<file path="src/rtl/ccip_intr_sched_pkg.sv">
// Shared types and sizes for the CCI-P interrupt scheduler.
package ccip_intr_sched_pkg;

  localparam int unsigned NUM_INTR_ID = 4;
  localparam int unsigned INTR_ID_W   = 2;
  localparam int unsigned TIMER_W     = 16;
  localparam int unsigned STAT_W      = 16;

  typedef logic [INTR_ID_W-1:0] t_intr_id;
  typedef logic [TIMER_W-1:0]   t_intr_timer;

  typedef enum logic [1:0] {
    IDLE = 2'd0,
    PEND = 2'd1,
    WAIT = 2'd2
  } t_intr_state;

  // Interrupt request beat presented to the c1 Tx mux.
  typedef struct packed {
    logic     valid;
    t_intr_id id;
  } t_intr_tx;

endpackage

</file>
<file path="src/rtl/ccip_intr_scheduler_arb.sv">
// Round-robin arbiter over pending interrupt IDs; owns the last-grant pointer.
module intr_rr_arbiter
  import ccip_intr_sched_pkg::*;
#(
  parameter int unsigned NUM_ID = NUM_INTR_ID
) (
  input  logic              clk,
  input  logic              rst_n,
  input  logic [NUM_ID-1:0] req_i,
  input  logic              gnt_en_i,
  output logic [NUM_ID-1:0] gnt_oh_c,
  output t_intr_id          gnt_id_c,
  output logic              gnt_vld_c
);

  t_intr_id ptr_q;
  t_intr_id idx;
  logic     found;

  // Search starts at the ID after the last grant and wraps once.
  always_comb begin
    gnt_oh_c = '0;
    gnt_id_c = ptr_q;
    found    = 1'b0;
    idx      = ptr_q;
    for (int unsigned k = 1; k <= NUM_ID; k++) begin
      idx = t_intr_id'(32'(ptr_q) + k);
      if (!found && req_i[idx]) begin
        found    = 1'b1;
        gnt_id_c = idx;
      end
    end
    gnt_vld_c          = found & gnt_en_i;
    gnt_oh_c[gnt_id_c] = gnt_vld_c;
  end

  // Pointer advances only on an actual grant.
  always_ff @(posedge clk or negedge rst_n) begin
    if (!rst_n) begin
      ptr_q <= '0;
    end else if (gnt_vld_c) begin
      ptr_q <= gnt_id_c;
    end
  end

endmodule

</file>
<file path="src/rtl/ccip_intr_scheduler.sv">
// CCI-P c1 interrupt scheduler: per-ID request/issue/response sequencing,
// request coalescing and response timeout.
// Optional per-ID issue and coalesce statistics: define INTR_SCHED_STATS_EN.
module ccip_intr_scheduler
  import ccip_intr_sched_pkg::*;
#(
  parameter int unsigned NUM_ID         = NUM_INTR_ID,
  parameter int unsigned TIMEOUT_CYCLES = 65535
) (
  input  logic                     Clk_400,
  input  logic                     SoftReset_n,
  input  logic [NUM_ID-1:0]        intr_req,
  input  logic                     c1_busy,
  input  logic                     c1TxAlmFull,
  output logic                     c1_tx_valid,
  output t_intr_id                 c1_tx_intr_id,
  input  logic                     c1_rsp_intr_valid,
  input  t_intr_id                 c1_rsp_intr_id,
  input  logic                     err_clr,
  output logic [NUM_ID-1:0]        pending,
  output logic [NUM_ID-1:0]        outstanding,
  output logic [NUM_ID-1:0]        err_timeout,
  output logic                     err_spurious
`ifdef INTR_SCHED_STATS_EN
  ,
  output logic [NUM_ID*STAT_W-1:0] stats_issue_cnt,
  output logic [STAT_W-1:0]        stats_coalesce_cnt
`endif
);

  // Timer value in the last WAIT cycle; the expiring edge leaves WAIT.
  localparam t_intr_timer TO_LAST = TIMER_W'(TIMEOUT_CYCLES - 1);

  t_intr_state       state_q [NUM_ID];
  t_intr_state       state_d [NUM_ID];
  t_intr_timer       timer_q [NUM_ID];
  t_intr_timer       timer_d [NUM_ID];
  logic [NUM_ID-1:0] rearm_q, rearm_d;
  logic [NUM_ID-1:0] err_to_q, err_to_d;
  logic              err_sp_q, err_sp_d;
  logic [NUM_ID-1:0] pend_q, pend_d;
  logic [NUM_ID-1:0] outst_q, outst_d;
  t_intr_tx          tx_q, tx_d;

  logic [NUM_ID-1:0] pend_req_c;
  logic [NUM_ID-1:0] gnt_oh_c;
  t_intr_id          gnt_id_c;
  logic              gnt_vld_c;
  logic              rsp_hit, expire, rearm_nxt;

  // IDs in PEND compete for the channel.
  always_comb begin
    pend_req_c = '0;
    for (int unsigned i = 0; i < NUM_ID; i++) begin
      pend_req_c[i] = (state_q[i] == PEND);
    end
  end

  intr_rr_arbiter #(
    .NUM_ID (NUM_ID)
  ) u_arb (
    .clk       (Clk_400),
    .rst_n     (SoftReset_n),
    .req_i     (pend_req_c),
    .gnt_en_i  (!c1_busy && !c1TxAlmFull),
    .gnt_oh_c  (gnt_oh_c),
    .gnt_id_c  (gnt_id_c),
    .gnt_vld_c (gnt_vld_c)
  );

  // Per-ID next state, timers, rearm and sticky errors.
  always_comb begin
    state_d   = state_q;
    timer_d   = timer_q;
    rearm_d   = rearm_q;
    err_to_d  = err_to_q & ~{NUM_ID{err_clr}};
    err_sp_d  = err_sp_q & ~err_clr;
    rsp_hit   = 1'b0;
    expire    = 1'b0;
    rearm_nxt = 1'b0;
    pend_d    = '0;
    outst_d   = '0;

    if (c1_rsp_intr_valid && (state_q[c1_rsp_intr_id] != WAIT)) begin
      err_sp_d = 1'b1;
    end

    for (int unsigned i = 0; i < NUM_ID; i++) begin
      rsp_hit   = c1_rsp_intr_valid && (c1_rsp_intr_id == t_intr_id'(i));
      expire    = (timer_q[i] == TO_LAST);
      rearm_nxt = rearm_q[i] | intr_req[i];
      unique case (state_q[i])
        IDLE: begin
          if (intr_req[i]) state_d[i] = PEND;
        end
        PEND: begin
          if (gnt_oh_c[i]) begin
            state_d[i] = WAIT;
            timer_d[i] = '0;
          end
        end
        WAIT: begin
          if (rsp_hit || expire) begin
            state_d[i] = rearm_nxt ? PEND : IDLE;
            rearm_d[i] = 1'b0;
            if (!rsp_hit) err_to_d[i] = 1'b1;
          end else begin
            timer_d[i] = timer_q[i] + TIMER_W'(1);
            rearm_d[i] = rearm_nxt;
          end
        end
        default: state_d[i] = IDLE;
      endcase
      pend_d[i]  = (state_d[i] == PEND);
      outst_d[i] = (state_d[i] == WAIT);
    end

    tx_d.valid = gnt_vld_c;
    tx_d.id    = gnt_vld_c ? gnt_id_c : tx_q.id;
  end

  // State and output registers.
  always_ff @(posedge Clk_400 or negedge SoftReset_n) begin
    if (!SoftReset_n) begin
      for (int unsigned i = 0; i < NUM_ID; i++) begin
        state_q[i] <= IDLE;
        timer_q[i] <= '0;
      end
      rearm_q  <= '0;
      err_to_q <= '0;
      err_sp_q <= 1'b0;
      pend_q   <= '0;
      outst_q  <= '0;
      tx_q     <= '0;
    end else begin
      for (int unsigned i = 0; i < NUM_ID; i++) begin
        state_q[i] <= state_d[i];
        timer_q[i] <= timer_d[i];
      end
      rearm_q  <= rearm_d;
      err_to_q <= err_to_d;
      err_sp_q <= err_sp_d;
      pend_q   <= pend_d;
      outst_q  <= outst_d;
      tx_q     <= tx_d;
    end
  end

  assign c1_tx_valid   = tx_q.valid;
  assign c1_tx_intr_id = tx_q.id;
  assign pending       = pend_q;
  assign outstanding   = outst_q;
  assign err_timeout   = err_to_q;
  assign err_spurious  = err_sp_q;

`ifdef INTR_SCHED_STATS_EN
  localparam int unsigned SUM_W = STAT_W + 1;

  logic [NUM_ID-1:0]             coal_c;
  logic [SUM_W-1:0]              coal_sum;
  logic [NUM_ID-1:0][STAT_W-1:0] issue_cnt_q, issue_cnt_d;
  logic [STAT_W-1:0]             coal_cnt_q, coal_cnt_d;

  // A request is coalesced when it changes nothing: in PEND, or in WAIT with rearm already set.
  always_comb begin
    coal_c      = '0;
    issue_cnt_d = issue_cnt_q;
    for (int unsigned i = 0; i < NUM_ID; i++) begin
      coal_c[i] = intr_req[i] &&
                  ((state_q[i] == PEND) || ((state_q[i] == WAIT) && rearm_q[i]));
      if (gnt_oh_c[i] && (issue_cnt_q[i] != '1)) begin
        issue_cnt_d[i] = issue_cnt_q[i] + STAT_W'(1);
      end
    end
    coal_sum   = SUM_W'(coal_cnt_q) + SUM_W'($countones(coal_c));
    coal_cnt_d = coal_sum[STAT_W] ? '1 : coal_sum[STAT_W-1:0];
    if (err_clr) begin
      issue_cnt_d = '0;
      coal_cnt_d  = '0;
    end
  end

  // Saturating statistics counters.
  always_ff @(posedge Clk_400 or negedge SoftReset_n) begin
    if (!SoftReset_n) begin
      issue_cnt_q <= '0;
      coal_cnt_q  <= '0;
    end else begin
      issue_cnt_q <= issue_cnt_d;
      coal_cnt_q  <= coal_cnt_d;
    end
  end

  assign stats_issue_cnt    = issue_cnt_q;
  assign stats_coalesce_cnt = coal_cnt_q;
`endif

endmodule

</file>
<file path="config.mk">
export PLATFORM = sky130hd
export DESIGN_NAME = ccip_intr_scheduler
export DESIGN_NICKNAME = d
export VERILOG_FILES = /design/src/rtl/ccip_intr_sched_pkg.sv /design/src/rtl/ccip_intr_scheduler_arb.sv /design/src/rtl/ccip_intr_scheduler.sv
export SDC_FILE = /design/constraint.sdc
export NUM_CORES = 1
export LEC_CHECK = 0
export CORE_UTILIZATION = 61
export DETAILED_ROUTE_END_ITERATION = 10
export PLACE_DENSITY = 0.81
export SLEW_MARGIN = 20
export SYNTH_ARGS = -nofsm -noshare
export SYNTH_HDL_FRONTEND = slang
export SYNTH_SLANG_ARGS = --single-unit
</file>
<file path="constraint.sdc">
create_clock -name Clk_400 -period 3.8 [get_ports Clk_400]
set_clock_uncertainty 0.05 [all_clocks]
set_input_delay 0.38 -clock Clk_400 [delete_from_list [all_inputs] [get_ports Clk_400]]
set_output_delay 0.38 -clock Clk_400 [all_outputs]
set_load 0.01 [all_outputs]
</file>
==> results by group <==
Status
  • Outcome: finished clean

Clock tree
  • CTS tree: built
  • Clk root buf: clkbuf_8
  • Cts hold-fix bufs: 0
  • H-tree levels: 3
  • Post-cts sizing count: 0
  • Setup bufs post-CTS: 0
  • Clk Latency, worst-skew pair: 0.37 ns
  • CTS sink cnt: between 90 and 100
  • Maximum clock insertion buffer count: 2
  • TritonCTS buffer count: 9
  • Clock transition at path regs: 0.09 ns

Setup path
  • Slowest CP cell: o211ai_2
  • Largest delay share family, worst path: compound AO/OA/AOI/OAI gates
  • Slowest stage delay, CP: slightly above 0.5 ns
  • Critical-path cell list: inv_1 -> ha_1 -> o211ai_1 -> o2111a_1 -> nand3_1 -> o211ai_2 -> nand4_1 -> or3_1 -> a21oi_1
  • Crit path DAT: 3.41 ns
  • CP Buf/Inv Count: 1
  • Crit path kind: reg2reg
  • Maximum fanout along the worst path: 13
  • CP required: approximately 4.0 ns
  • Crit start category: register
  • Number of cells on the critical path: 9
  • Setup crit end kind: register
  • Worst r2r path cells: 9

STA
  • Hold Vio Cnt, Final: 0
  • Sum Neg Setup Slack: 0 ns
  • Finish-stage setup viols: 0
  • Fin crit period: 3.17 ns
  • Worst setup margin: roughly 0.63 ns
  • Worst-Margin Slew: roughly 0.96 ns
  • Final hold slack: 0.106 ns
  • Unrepaired setup endpoints after global routing: no
  • Rel. slew slack: 36.1%
  • Max frequency: 0.316 GHz
  • Fin. max-slew vios: 0
  • Fin crit share: a little over four fifths

Global routing
  • Overflow after GRT: 0
  • First-pass GRT wire length: approximately 22000 µm
  • Vias in the first global route: 4710
  • Largest net degree at the start of global routing: 76
  • GRT Resource Usage Total: 27.8%
  • Initial antenna violation count: 0

Routing
  • Vias/cell: 6.30
  • Via count: ~4800
  • Antenna Nets Post-Route: 0
  • DR iter-0 viols: between 300 and 400
  • First-pass iteration count of the detailed router: 5
  • Drc violations: 0
  • Routed wire length: 12800 µm
  • WL/cell: 16.9 µm

Cells and area
  • Commonest non-fill, non-tap cell in the layout: dfrtp_1
  • Fillers: 685
  • Layout cells sized above 1: ~8.7%
  • Most frequent cells in the layout: dfrtp_1 (92), nor2_1 (68), nand2_1 (40), o21ai_0 (36)
  • Area Growth Syn to Fin: 9.98%
  • Fin nets: 681
  • Ant diodes: 0

Job
  • Max Cap Viol: 0

Synth
  • Unique masters post-synth: 80
  • Synth top area share: roughly two fifths
  • Async S/R FF share, synth: 100%
  • Synth Flop Type: dfrtp_1
  • Post-synthesis area per instance: 9.24 µm²
  • YS warnings: 0
  • Post-synthesis register bit count: 92
  • Syn Nets: 660
  • Area contributors post-synth: dfrtp_1 (40%), ha_1 (6.1%), nor2_1 (4.5%), o21ai_0 (3.1%), nand3_1 (3.1%)
  • Synth Instances: 620
  • Register area share after synthesis: 40.2%
  • Largest area contributor in the netlist: dfrtp_1
  • Netlist Area Pre-Place: about 0.0057 mm²
  • Post-synth EDFFs: 0

Power and ir drop
  • Leakage: 0.00268 µW
  • Pwr Density: just over 600 mW/mm²
  • Total Power: 3870 µW
  • Maximum VDD drop: slightly above 0.0003 V

Placed design
  • Worst slack, placed: 0.704 ns
  • GPL Wtd Cong: 0.883
  • HPWL after DPL: 9090 µm
  • PortBufs: 27

Floorplan
  • Die area: around 0.0098 mm²
  • Die X-Extent: 98.9 µm
  • IO Count: 28
  • Die Y: slightly below 100 µm
  • Core area: 0.00915 mm²
  • Row count: 35
  • Starting density of the core: 62.6%

Hold path
  • Worst Hold Class: in2async
[per-layer routing]
| layer | global-route usage (%) | routed length [µm] | vias up |
|---|---|---|---|
| li1 | - | - | 2299 |
| met1 | 37.3 | 5940 | 2323 |
| met2 | 45.9 | 6160 | 121 |
| met3 | 4.47 | 475 | 26 |
| met4 | 9.87 | 212 | 0 |
| met5 | 0 | 0 | - |
[synthesized netlist by cell type, types with 2 or more instances]
library cell / n
a211oi_1: 3
a21o_1: 5
a21oi_1: 32
a221oi_4: 2
a22oi_1: 2
a31oi_1: 8
a32o_1: 2
and2_1: 6
and3_1: 15
and4_1: 5
buf_1: 2
buf_2: 5
buf_6: 2
clkbuf_1: 11
dfrtp_1: 92
ha_1: 28
inv_1: 35
mux2_2: 2
mux2i_1: 2
mux4_2: 2
nand2_1: 40
nand2b_1: 3
nand3_1: 35
nand3b_1: 3
nand4_1: 28
nor2_1: 68
nor2b_1: 8
nor3_1: 8
nor3_2: 2
nor3b_1: 5
o2111ai_1: 2
o211ai_1: 2
o211ai_2: 2
o21ai_0: 36
o21ai_2: 2
o22ai_1: 5
o2bb2ai_1: 3
o31ai_1: 21
o32ai_1: 2
or2_2: 6
or3_1: 8
or4_1: 4
xnor2_1: 10
xor2_1: 20
[final cells by class]
type	count	area [µm²]	area share (%)
inverters	35	131	2.08
multi-input cells	472	3190	50.7
flip-flops and latches	92	2300	36.5
clock buffers	10	128	2.02
repair buffers	31	298	4.72
well taps	111	139	2.20
clock inverters	6	111	1.77
[state kept, by name (all words and copies together) (netlist names)]
name          count
c1_tx_valid       1
err_spurious      1
err_timeout       4
outstanding       4
pending           4
rearm_q           4
state_q           8
timer_q          64
u_arb.ptr_q       2
[per-stage QoR]
stage | cells | cell area, µm² | util (%)
after floorplan | 620 | 5730 | -
after global placement | 741 | 6060 | 66.3
after detailed placement | 741 | 6060 | 66.3
after CTS | 757 | 6300 | 68.9
after global routing | 757 | 6300 | 68.9
final | 757 | 6300 | 68.9
[logic make-up after synthesis]
family / after synthesis / synth area share (%)
and+or+nand+nor: 256 / 24.0
AOI/OAI and AO/OA: 150 / 18.8
DFF: 92 / 40.2
buffers and inverters: 56 / 4.10
xor gates and xnor gates: 30 / 4.58
adders and majority gates: 28 / 6.11
muxes: 8 / 2.18
[worst paths after layout]
check | start | slack (ns) | to
max in group asynchronous | SoftReset_n | 2.75 | err_timeout[2]
max | state_q[5] | 0.63 | timer_q[9]
min reg2reg | timer_q[46] | 0.44 | timer_q[46]
min | SoftReset_n | 0.11 | timer_q[4]
min in group Clk_400 | timer_q[46] | 0.44 | timer_q[46]
max reg2reg | state_q[5] | 0.63 | timer_q[9]
[where the power goes]
group          switching, µW  leakage (µW)  total, µW  internal, µW
clock network            356      0.000117        795           439
registers                155       0.00125       1250          1100
logic                   1150       0.00131       1830           683
No activity file was read; power rests on OpenSTA's default activity.
